### src/rtl/div_pkg.sv
// Shared types and sizing for the iterative MIPS DIV/DIVU divider.
package div_pkg;

  typedef enum logic [1:0] {
    IDLE = 2'd0,
    BUSY = 2'd1,
    DONE = 2'd2
  } div_state_t;

  localparam int DIV_WIDTH = 32;
  localparam int DIV_CNT_W = $clog2(DIV_WIDTH);

endpackage

### src/rtl/div_step.sv
// One restoring-division iteration: shift in the next dividend bit and trial-subtract the divisor.
module div_step #(
  parameter int WIDTH = 32
) (
  input  logic [WIDTH-1:0] rem_i,
  input  logic             dvd_msb_i,
  input  logic [WIDTH-1:0] dvs_i,
  output logic [WIDTH-1:0] rem_o,
  output logic             q_bit_o
);

  logic [WIDTH:0] shifted;
  logic [WIDTH:0] trial;

  // The full partial remainder is kept in the shift so divisors above 2^(WIDTH-1) still divide correctly;
  // the difference always fits WIDTH+1 signed bits, so its top bit is the borrow.
  always_comb begin
    shifted = {rem_i, dvd_msb_i};
    trial   = shifted - {1'b0, dvs_i};
    q_bit_o = ~trial[WIDTH];
    rem_o   = q_bit_o ? trial[WIDTH-1:0] : shifted[WIDTH-1:0];
  end

endmodule

### src/rtl/div_iter.sv
// Iterative radix-2 restoring divider for MIPS DIV/DIVU; result packed as {remainder, quotient} for HI/LO.
module div_iter
  import div_pkg::*;
#(
  parameter int WIDTH = DIV_WIDTH
) (
  input  logic               clk,
  input  logic               rst,
  input  logic               flush,
  input  logic [WIDTH-1:0]   a,
  input  logic [WIDTH-1:0]   b,
  input  logic               valid,
  input  logic               sign,
  output logic               ready,
  output logic [2*WIDTH-1:0] result
);

  localparam int CNT_W = $clog2(WIDTH);
  localparam logic [CNT_W-1:0] LAST_CNT = CNT_W'(WIDTH - 1);

  div_state_t       state_q, state_d;
  logic [CNT_W-1:0] cnt_q, cnt_d;
  logic [WIDTH-1:0] rem_q, rem_d;
  logic [WIDTH-1:0] dvd_q, dvd_d;
  logic [WIDTH-1:0] dvs_q, dvs_d;
  logic [WIDTH-1:0] quo_q, quo_d;
  logic             q_neg_q, q_neg_d;
  logic             r_neg_q, r_neg_d;
  logic             ready_q, ready_d;
  logic [2*WIDTH-1:0] result_q, result_d;

  logic [WIDTH-1:0] step_rem;
  logic             step_bit;

  div_step #(.WIDTH(WIDTH)) u_step (
    .rem_i     (rem_q),
    .dvd_msb_i (dvd_q[WIDTH-1]),
    .dvs_i     (dvs_q),
    .rem_o     (step_rem),
    .q_bit_o   (step_bit)
  );

  // The result is registered on the final iteration edge so it is already stable in the ready cycle.
  always_comb begin
    state_d  = state_q;
    cnt_d    = cnt_q;
    rem_d    = rem_q;
    dvd_d    = dvd_q;
    dvs_d    = dvs_q;
    quo_d    = quo_q;
    q_neg_d  = q_neg_q;
    r_neg_d  = r_neg_q;
    ready_d  = 1'b0;
    result_d = result_q;

    if (flush) begin
      state_d = IDLE;
    end else begin
      case (state_q)
        IDLE: begin
          if (valid) begin
            dvd_d   = (sign && a[WIDTH-1]) ? -a : a;
            dvs_d   = (sign && b[WIDTH-1]) ? -b : b;
            q_neg_d = sign & (a[WIDTH-1] ^ b[WIDTH-1]);
            r_neg_d = sign & a[WIDTH-1];
            rem_d   = '0;
            quo_d   = '0;
            cnt_d   = '0;
            state_d = BUSY;
          end
        end
        BUSY: begin
          rem_d = step_rem;
          dvd_d = {dvd_q[WIDTH-2:0], 1'b0};
          quo_d = {quo_q[WIDTH-2:0], step_bit};
          cnt_d = cnt_q + 1'b1;
          if (cnt_q == LAST_CNT) begin
            state_d  = DONE;
            ready_d  = 1'b1;
            result_d = {r_neg_q ? -step_rem : step_rem,
                        q_neg_q ? -quo_d    : quo_d};
          end
        end
        DONE: begin
          state_d = IDLE;
        end
        default: begin
          state_d = IDLE;
        end
      endcase
    end
  end

  always_ff @(posedge clk or posedge rst) begin
    if (rst) begin
      state_q  <= IDLE;
      cnt_q    <= '0;
      rem_q    <= '0;
      dvd_q    <= '0;
      dvs_q    <= '0;
      quo_q    <= '0;
      q_neg_q  <= 1'b0;
      r_neg_q  <= 1'b0;
      ready_q  <= 1'b0;
      result_q <= '0;
    end else begin
      state_q  <= state_d;
      cnt_q    <= cnt_d;
      rem_q    <= rem_d;
      dvd_q    <= dvd_d;
      dvs_q    <= dvs_d;
      quo_q    <= quo_d;
      q_neg_q  <= q_neg_d;
      r_neg_q  <= r_neg_d;
      ready_q  <= ready_d;
      result_q <= result_d;
    end
  end

  assign ready  = ready_q;
  assign result = result_q;

endmodule

### config.mk
export PLATFORM = sky130hd
export DESIGN_NAME = div_iter
export DESIGN_NICKNAME = d
export VERILOG_FILES = /design/src/rtl/div_pkg.sv /design/src/rtl/div_step.sv /design/src/rtl/div_iter.sv
export SDC_FILE = /design/constraint.sdc
export NUM_CORES = 1
export LEC_CHECK = 0
export CORE_MARGIN = 2
export CORE_UTILIZATION = 45
export DETAILED_ROUTE_END_ITERATION = 16
export DONT_BUFFER_PORTS = 1
export GPL_TIMING_DRIVEN = 1
export SYNTH_ARGS = -nofsm -noshare
export SYNTH_HDL_FRONTEND = slang
export SYNTH_SLANG_ARGS = --single-unit
### constraint.sdc
create_clock -name clk -period 5.03 [get_ports clk]
set_input_delay 0 -clock clk [delete_from_list [all_inputs] [get_ports clk]]
set_output_delay 0 -clock clk [all_outputs]
set_load 0.01 [all_outputs]
==> flow_metrics.env <==
export IMPL_drtIter0Drc=767
export IMPL_synth_yosys_warnings=0
export IMPL_synth_top_area_cells="dfrtp_1 39%, o21ai_0 8.4%, nand2_1 7.1%"
export IMPL_h_tree_depth=1
export IMPL_timing_clock_skew_ns=0.0130
export IMPL_worst_ep_arrival_time_ns=5.06
export IMPL_timing_critical_path_from_type="flip-flop"
export IMPL_number_of_antenna_violations_at_the_first_check_in_global_routing=0
export IMPL_cts_made_buffers=24
export IMPL_boundaryPins=134
export IMPL_finalHoldViolations=0
export IMPL_synth_lib_cells_used_distinct=79
export IMPL_die_width_um=173
export IMPL_final_setup_viol_count=0
export IMPL_maxSlewViolCount=0
export IMPL_post_synth_mux_area_share=0.0183
export IMPL_tightestPinTransition_ns=0.987
export IMPL_dieArea_sq_um=29900
export IMPL_final_setup_tns_ns=0
export IMPL_drive_gt1_frac=0.0701
export IMPL_synth_top_area_cell="dfrtp_1"
export IMPL_grt_pass1_wl_um=56600
export IMPL_antenna_left=0
export IMPL_cts_root_buf="clkbuf_16"
export IMPL_p_per_area_nw_per_um2=319
export IMPL_postSynthNetCount=1640
export IMPL_syn_cell_area_sq_um=12800
export IMPL_final_period_utilization=0.932
export IMPL_routabilityCongestion=0.937
export IMPL_first_global_vias=10669
export IMPL_clkTransAtPathRegs_ns=0.06
export IMPL_adder_cell_share_of_the_synthesized_area=0.0386
export IMPL_finalCriticalPeriod_ns=4.69
export IMPL_synth_top_cell_area_share=0.392
export IMPL_layout_cells_most_common="nand2_1"
export IMPL_core_area_sq_um=27900
export IMPL_synth_main_ff_cell="dfrtp_1"
export IMPL_grt_total_usage=0.227
export IMPL_final_net_count=1705
export IMPL_tritoncts_clock_tree="yes"
export IMPL_ctsLongestPathBuffers=3
export IMPL_clock_latency_on_the_worst_skew_pair_ns=0.52
export IMPL_synth_edff_count=0
export IMPL_power_ir_vdd_worst_v=0.000232
export IMPL_port_buffers=0
export IMPL_route_detailed_vias_per_inst=5.63
export IMPL_synth_sequential_area_ratio=0.392
export IMPL_die_height_um=173
export IMPL_avgRoutedWirePerCell_um=17.3
export IMPL_p_leak_nw=6.55
export IMPL_dominant_combinational_cell_family_by_area_after_synthesis="compound AO/OA/AOI/OAI gates"
export IMPL_grt_max_degree=154
export IMPL_mostFrequentLayoutCells="240 x nand2_1, 215 x o21ai_0, 201 x dfrtp_1"
export IMPL_dp_slack_ns=0.00484
export IMPL_grt_remaining_overflow=0
export IMPL_vias=11219
export IMPL_area_overhead_of_the_layout_relative_to_synthesis_pct=17.0
export IMPL_totalWireLength_um=34400
export IMPL_timing_critical_path_fanout_max=6
export IMPL_initial_core_util=0.459
export IMPL_rsz0062_at_grt="false"
export IMPL_syn_mean_instance_area_sq_um=8.37
export IMPL_final_setup_worst_slack_ns=0.344
export IMPL_dr_pass1_iters=5
export IMPL_final_instance_count_excl_fill=1991
export IMPL_diode_count=0
export IMPL_post_synth_inst_count=1532
export IMPL_outcome="finished clean"
export IMPL_synth_compound_gate_area_share=0.226
export IMPL_synth_seq_cells=201
export IMPL_timing_max_cap_violations=0
export IMPL_worst_setup_path_type="flip-flop to flip-flop"
export IMPL_synth_xor_xnor_area_share=0.0929
export IMPL_hold_path_class="input pin to flip-flop"
export IMPL_async_reset_ff_frac=1.00
export IMPL_clock_sinks=201
export IMPL_worst_setup_path_end_kind="flip-flop"
export IMPL_route_detailed_drc=0
export IMPL_place_detailed_instances=1855
export IMPL_place_hpwl_um=24400
export IMPL_std_cell_rows=61
export IMPL_relSlewSlack=0.340
export IMPL_fmax_ghz=0.213
export IMPL_critPathRequiredTime_ns=5.41
export IMPL_synth_simple_area_share=0.188
==> repair_timing <==
item / 4_1_cts / 5_1_grt
hold endpoints to repair: 116 / 0
setup buffers: 0 / 1
hold buffers: 93 / 0
endpoints found under the setup margin: 0 / 10
gates resized for setup: 0 / 13
==> worst max-delay path: stages, from the launching register on <==
cell and delay, ns:
dfrtp_1 0.35, inv_1 0.06, ha_1 0.22, fa_2 0.36
nand2b_4 0.16, a21oi_2 0.17, a31o_2 0.20, a31oi_1 0.12
a21bo_2 0.25, xnor2_4 0.14, inv_4 0.10, nor2_1 0.06
a21oi_2 0.15, ha_2 0.22, nand4b_1 0.12, and4bb_2 0.31
or4b_4 0.46, mux2_2 0.30, o21bai_4 0.20, o41ai_4 0.36
xnor2_1 0.16, o21ai_1 0.07
==> sequential cells by signal, summed over array words and instances, names as in the netlist <==
register and cells:
result 64, ready 1, dvs_q 32, q_neg_q 1, quo_q 31, r_neg_q 1, state_q 2, cnt_q 5
dvd_q 32, rem_q 32
==> cell usage after synthesis, drive strengths merged (3+ instances only) <==
cell type	number
o21bai	3
and3	8
o21ai	223
o31ai	17
a211o	3
nand3	20
nor4b	5
clkbuf	69
nand2b	8
a21oi	113
nor2	94
mux2	4
nor3b	6
or3	30
xnor2	75
nand4	8
or2	5
ha	38
a41oi	4
a31oi	17
nor3	36
a22o	32
xor2	61
buf	17
or4	9
inv	49
a21o	12
dfrtp	201
o21a	6
nor4	13
and4	3
o211ai	3
a22oi	3
o41ai	13
nor2b	8
nand4b	5
a211oi	7
nand3b	3
and2	9
mux2i	19
o2111ai	3
nand2	241
==> final timing paths <==
path	cells after the start	startpoint	end	slack [ns]
max	21	dvd_q[31]	result[56]	0.34
min	3	flush	rem_q[31]	0.02
max reg2reg	21	dvd_q[31]	result[56]	0.34
min reg2reg	2	dvs_q[4]	dvs_q[4]	0.48
max in group asynchronous	4	rst	dvs_q[24]	3.58
min in group asynchronous	3	rst	rem_q[10]	0.17
==> per-stage QoR <==
stage	power [mW]	hold slack, ns	util	cell area [sq um]
after global routing	5.04	0.0318	0.537	15000
final	4.78	0.0240	0.537	15000
after floorplan	2.63	0.133	-	12800
after CTS	4.80	0.000329	0.535	14900
after global placement	2.92	0.124	0.473	13200
after detailed placement	2.93	0.129	0.473	13200
==> power breakdown <==
group	leakage [nW]	internal, mW	switching (mW)
Clock	0.394	1.06	0.697
Combinational	3.44	0.468	0.732
Sequential	2.71	1.74	0.0803
==> final cells by class <==
| class | instances | area (sq um) |
|---|---|---|
| clock buffer | 31 | 647 |
| clock inverter | 11 | 149 |
| fill | 2698 | 12900 |
| inverter | 49 | 190 |
| multi-input combinational | 1195 | 7330 |
| sequential | 201 | 5030 |
| tap | 378 | 473 |
| timing repair buffer | 126 | 1190 |
==> cell families after synthesis <==
logic type	count (synthesis)
buffers and inverters	136
XOR/XNOR	136
AND/OR/NAND/NOR	516
adder cells (fa/ha/maj)	39
multiplexers	23
flip-flops	201
AO/OA/AOI/OAI	481
==> metal layers <==
metal | GRT usage | part of all wire | up-vias
li1 | - | - | 5566
met1 | 0.356 | 0.51 | 5289
met2 | 0.336 | 0.41 | 336
met3 | 0.0310 | 0.064 | 28
met4 | 0.0395 | 0.011 | 0
met5 | 0 | 0 | -
(Power assumes the default switching activity.)
